===== config.mk =====
export PLATFORM = sky130hd
export DESIGN_NAME = sprite_anim_renderer
export DESIGN_NICKNAME = d
export VERILOG_FILES = /design/src/rtl/sprite_anim_renderer.sv
export SDC_FILE = /design/constraint.sdc
export NUM_CORES = 1
export LEC_CHECK = 0
export ABC_AREA = 0
export BUFFER_PORTS_ARGS = -buffer_cell sky130_fd_sc_hd__buf_2
export CAP_MARGIN = 30
export CORE_ASPECT_RATIO = 0.9
export CORE_MARGIN = 2
export CORE_UTILIZATION = 50
export CTS_BUF_LIST = sky130_fd_sc_hd__clkbuf_4
export CTS_CLUSTER_SIZE = 24
export DETAILED_ROUTE_END_ITERATION = 6
export GPL_TIMING_DRIVEN = 0
export MAX_ROUTING_LAYER = met4
export PLACE_DENSITY = 0.7
export SYNTH_ARGS = -nofsm -noshare
export SYNTH_HDL_FRONTEND = slang
export SYNTH_SLANG_ARGS = --single-unit

===== constraint.sdc =====
create_clock -name vga_clk -period 15.3 [get_ports vga_clk]
set_clock_uncertainty 0.1 [all_clocks]
set_input_delay 0.765 -clock vga_clk [delete_from_list [all_inputs] [get_ports vga_clk]]
set_output_delay 0.765 -clock vga_clk [all_outputs]
set_load 0.02 [all_outputs]

===== src/rtl/sprite_anim_renderer.sv =====
// Sprite renderer: places one palettized, animated sprite with power-of-two scaling and
// mirroring. Three-stage pipeline in front of an external synchronous ROM.
module sprite_anim_renderer #(
    parameter int SPRITE_W   = 50,
    parameter int SPRITE_H   = 64,
    parameter int FRAMES     = 4,
    parameter int IDX_W      = 3,
    parameter int TRANSP_IDX = 0,
    parameter int MAX_SCALE  = 2,
    parameter int FRAME_DIV  = 8,
    parameter int ADDR_W     = $clog2(SPRITE_W * SPRITE_H * FRAMES),
    parameter int FRAME_W    = (FRAMES > 1) ? $clog2(FRAMES) : 1
) (
    input  logic               vga_clk,
    input  logic               reset_n,
    input  logic [9:0]         DrawX,
    input  logic [9:0]         DrawY,
    input  logic               blank,
    input  logic               frame_tick,
    input  logic [9:0]         pos_x,
    input  logic [9:0]         pos_y,
    input  logic [1:0]         scale,
    input  logic               mirror,
    input  logic               anim_en,
    input  logic               anim_restart,
    output logic [ADDR_W-1:0]  rom_addr,
    input  logic [IDX_W-1:0]   rom_q,
    output logic [IDX_W-1:0]   pix_idx,
    output logic               pix_hit,
    output logic               blank_out,
    output logic [FRAME_W-1:0] cur_frame
);

    localparam int DIV_W      = (FRAME_DIV > 1) ? $clog2(FRAME_DIV) : 1;
    localparam int FRAME_SIZE = SPRITE_W * SPRITE_H;
    localparam logic [1:0] SCALE_LIMIT = 2'(MAX_SCALE);

    // Shadow copies of the placement controls, updated only on frame_tick
    logic [9:0] sh_px;
    logic [9:0] sh_py;
    logic [1:0] sh_scale;
    logic       sh_mirror;

    logic [FRAME_W-1:0] frame_q;
    logic [DIV_W-1:0]   div_q;

    logic               hit1, blank1;
    logic               hit_d, blank_d;
    logic               hit2, blank2;
    logic [IDX_W-1:0]   idx2;

    logic [10:0]        box_w, box_h, x_end, y_end;
    logic [10:0]        dx, dy, lx_raw, lx, ly;
    logic               in_box;
    logic [ADDR_W-1:0]  next_addr;

    always_ff @(posedge vga_clk) begin
        if (!reset_n) begin
            sh_px     <= '0;
            sh_py     <= '0;
            sh_scale  <= '0;
            sh_mirror <= 1'b0;
        end else if (frame_tick) begin
            sh_px     <= pos_x;
            sh_py     <= pos_y;
            sh_scale  <= (scale > SCALE_LIMIT) ? SCALE_LIMIT : scale;
            sh_mirror <= mirror;
        end
    end

    always_ff @(posedge vga_clk) begin
        if (!reset_n) begin
            frame_q <= '0;
            div_q   <= '0;
        end else if (frame_tick) begin
            if (anim_restart) begin
                frame_q <= '0;
                div_q   <= '0;
            end else if (anim_en) begin
                if (div_q == DIV_W'(FRAME_DIV - 1)) begin
                    div_q   <= '0;
                    frame_q <= (frame_q == FRAME_W'(FRAMES - 1)) ? '0 : frame_q + 1'b1;
                end else begin
                    div_q <= div_q + 1'b1;
                end
            end
        end
    end

    assign cur_frame = frame_q;

    // Box test in 11 bits so a sprite hanging past x/y=1023 clips instead of wrapping
    always_comb begin
        box_w  = 11'(SPRITE_W) << sh_scale;
        box_h  = 11'(SPRITE_H) << sh_scale;
        x_end  = {1'b0, sh_px} + box_w;
        y_end  = {1'b0, sh_py} + box_h;
        in_box = ({1'b0, DrawX} >= {1'b0, sh_px}) && ({1'b0, DrawX} < x_end) &&
                 ({1'b0, DrawY} >= {1'b0, sh_py}) && ({1'b0, DrawY} < y_end);
        dx     = {1'b0, DrawX} - {1'b0, sh_px};
        dy     = {1'b0, DrawY} - {1'b0, sh_py};
        lx_raw = dx >> sh_scale;
        ly     = dy >> sh_scale;
        lx     = sh_mirror ? (11'(SPRITE_W - 1) - lx_raw) : lx_raw;
        next_addr = '0;
        if (in_box) begin
            next_addr = ADDR_W'(frame_q) * ADDR_W'(FRAME_SIZE)
                      + ADDR_W'(ly) * ADDR_W'(SPRITE_W)
                      + ADDR_W'(lx);
        end
    end

    // hit_d/blank_d cover the ROM's one-cycle read so flags meet rom_q in stage 2
    always_ff @(posedge vga_clk) begin
        if (!reset_n) begin
            rom_addr  <= '0;
            hit1      <= 1'b0;
            blank1    <= 1'b0;
            hit_d     <= 1'b0;
            blank_d   <= 1'b0;
            hit2      <= 1'b0;
            blank2    <= 1'b0;
            idx2      <= '0;
            pix_idx   <= '0;
            pix_hit   <= 1'b0;
            blank_out <= 1'b0;
        end else begin
            rom_addr  <= next_addr;
            hit1      <= in_box;
            blank1    <= blank;
            hit_d     <= hit1;
            blank_d   <= blank1;
            hit2      <= hit_d;
            blank2    <= blank_d;
            idx2      <= rom_q;
            pix_idx   <= idx2;
            pix_hit   <= hit2 && blank2 && (idx2 != IDX_W'(TRANSP_IDX));
            blank_out <= blank2;
        end
    end

endmodule


==> summary.txt <==
Power
  • Total power: 1.24 mW
  • Sequential share of power: 0.132
  • VDD IR max: approximately 0.24 mV
  • P_leak: 3.19 nW
  • Switching pwr: just over 0.6 mW
  • Combinational share of power: 0.806
  • Switching Share: 0.495
  • Power Density: around 180 nW/um^2
  • Clk pwr share: 0.062
  • Internal power: 0.625 mW

Clock tree
  • CTS tree: yes
  • CTS clk-pin slew, worst paths: 0.19 ns
  • # Post-CTS Setup Buffers: 0
  • Clk Latency, worst-skew pair: about 0.44 ns
  • Num CTS Buffers: 5
  • CTS sink cnt: 56
  • CTS root buf: clkbuf_4
  • Post_cts resized: 0
  • CTS max path bufs: 2
  • # hold bufs at CTS: 0
  • H-tree Lvls: 2

Synth
  • Yosys cell types: 77
  • Post-synth ARST share: 0
  • Synth area leader: ha_1
  • Top-count cell post-synth: ha_1
  • Cells after Synth: 697
  • Yosys reg bits: 56
  • Synth warn: 0
  • Synth top area cells: ha_1 (21%), dfxtp_1 (18%), mux2i_1 (6.4%)
  • Post-synth EDFFs: 0
  • Most frequent cells after synthesis: ha_1 (101), inv_1 (60), dfxtp_1 (56)
  • Post-synth top area share: 0.208
  • Top FF cell, synth: dfxtp_1
  • Syn_area_per_cell: 8.73 um^2
  • Syn nets: 864
  • Register area share after synthesis: 0.184
  • Post-Syn Area: 6080 um^2

Detailed routing
  • Routed Antenna Nets: 0
  • Number of remaining DRC errors: 0
  • Drt pass-1 iters: 5
  • WL/cell: between 15 and 20 um
  • Vias: ~5300
  • Via density: 5.63
  • Routed wire length: 14.6 mm
  • DR iter-0 viols: 300

Timing
  • Max Slew Vio Count: 0
  • RSZ-0062 raised after global routing: no
  • Final setup vio count: 0
  • Post-route clock period utilization: 0.437
  • Final Hold Viols: 0
  • Slew Limit Headroom: 0.439
  • Min cycle time layout: 6.68 ns
  • Fmax: around 0.15 GHz
  • Slew at the pin closest to its max-slew limit: ~0.84 ns
  • Total negative slack: 0 ns

Worst setup path
  • Crit path DAT: 6.91 ns
  • Crit Path Class: primary input to flop
  • WP buf/inv: 3
  • Required time worst endpoint: 15.53 ns
  • Critical Path Source Type: primary input
  • R2R setup slack: 8.70 ns
  • Crit Path Max Fanout: 5
  • Slowest-stage cell, CP: fa_1
  • Crit path max-delay family: adder cells
  • CP max stage delay: ~0.46 ns
  • Setup crit end kind: flop
  • Crit-path most repeated cell: ha_1

Global route
  • Vias in the first global route: 5144
  • Largest net degree at the start of global routing: 21
  • Initial antenna violation count: 1
  • GRT Resource Usage Total: 0.236
  • Grt total ovfl: 0
  • Global-route wire length before repair: 24.0 mm

Die
  • Die width: approximately 120 um
  • CORE AREA: 12000 um^2
  • Rows: 38
  • Ports: 73
  • Die Area: 13100 um^2
  • Starting density of the core: 0.508
  • Die Y: ~110 um

Finish
  • Diode count: 0
  • Fraction of layout cells with a size suffix above 1: 0.142
  • Synthesis-to-layout area growth: 10.2%
  • Nets@finish: 942

Hold path
  • Min-delay worst type: flop to flop

Flow run
  • Max-cap viol count: 0

Placed design
  • Port Buffer Count: slightly above 70
  • Post-DP HPWL: 12.0 mm
  • GP Congestion: 0.861

Run status
  • Status: completed
==> routing by layer <==
| metal | up-vias | part of all wire | track usage | wire length (um) |
|---|---|---|---|---|
| met2 | 114 | 0.46 | 0.389 | 6690 |
| li1 | 2664 | - | - | - |
| met1 | 2467 | 0.48 | 0.305 | 7080 |
| met5 | - | 0 | - | 0 |
| met3 | 21 | 0.042 | 0.0356 | 621 |
| met4 | 0 | 0.016 | 0.0623 | 237 |
==> sequential cells by signal, indices dropped and copies added, names as in the netlist, 2 cells and up <==
register,count
sh_scale,2
idx2,3
sh_py,10
rom_addr,14
sh_px,10
div_q,3
cur_frame,2
pix_idx,3
==> worst register-to-register path: cells and delay by family (launching register included) <==
family	cells	cell delay (ns)
muxes	2	0.56
xor gates and xnor gates	3	0.61
DFF	1	0.37
and+or+nand+nor	4	0.53
AOI/OAI and AO/OA	8	1.60
buffers and inverters	2	0.15
adders and majority gates	7	2.60
==> placed cells by master, fill, tap and decap left out, types with 9 or more instances in the layout <==
cell,n
clkbuf_1,10
and2_1,16
xor2_1,14
mux2i_1,39
buf_2,73
fa_1,14
o21a_1,9
inv_1,60
nor2_1,50
ha_1,101
o21ai_0,19
nor3_1,16
nand2_1,29
nor2b_1,29
a211oi_1,9
xnor2_1,31
a21oi_1,46
dfxtp_1,56
a21o_1,15
==> stage by stage <==
stage | utilization | area, um^2 | setup WS (ns) | cells | hold WS [ns]
CTS | 0.560 | 6700 | 8.62 | 936 | 0.355
floorplan | - | 6080 | 9.00 | 697 | 0.312
global route | 0.560 | 6700 | 8.16 | 936 | 0.351
global placement | 0.554 | 6640 | 8.25 | 928 | 0.322
finish | 0.560 | 6700 | 8.62 | 936 | 0.355
detailed placement | 0.554 | 6640 | 8.16 | 928 | 0.323
==> area by class of cell <==
| type | instances | area [um^2] |
|---|---|---|
| Inverter | 62 | 233 |
| Sequential cell | 56 | 1120 |
| Clock inverter | 3 | 28.8 |
| Multi-Input combinational cell | 558 | 4580 |
| Fill cell | 1134 | 5280 |
| Timing Repair Buffer | 71 | 355 |
| Clock buffer | 5 | 37.5 |
| Buffer | 21 | 153 |
| Tap cell | 160 | 200 |
==> logic make-up (layout without fill, tap and decap cells) <==
logic type                 Yosys count  in the layout  share of synthesized area
and+or+nand+nor                    184            184                      0.159
DFF                                 56             56                      0.184
buffers and inverters               83            162                     0.0634
muxes                               45             45                     0.0815
AOI/OAI and AO/OA                  169            169                      0.193
adders and majority gates          115            115                      0.254
xor gates and xnor gates            45             45                     0.0648
==> power by group through the flow <==
stage | sequential [mW] | combinational, mW | clock [mW]
6_report | 0.163 | 0.997 | 0.0768
5_1_grt | 0.164 | 1.13 | 0.0843
2_1_floorplan | 0.173 | 0.800 | 0
3_5_place_dp | 0.166 | 0.986 | 0
4_1_cts | 0.163 | 0.997 | 0.0800
3_3_place_gp | 0.166 | 0.953 | 0
==> worst paths after layout <==
| check | to | start | cells after the start |
|---|---|---|---|
| hold reg to reg | hit2 | hit_d | 1 |
| setup / recovery | rom_addr[13] | DrawY[0] | 28 |
| hold / removal | hit2 | hit_d | 1 |
| setup reg to reg | rom_addr[13] | sh_py[2] | 26 |
Power figures use the tool's default switching activity.
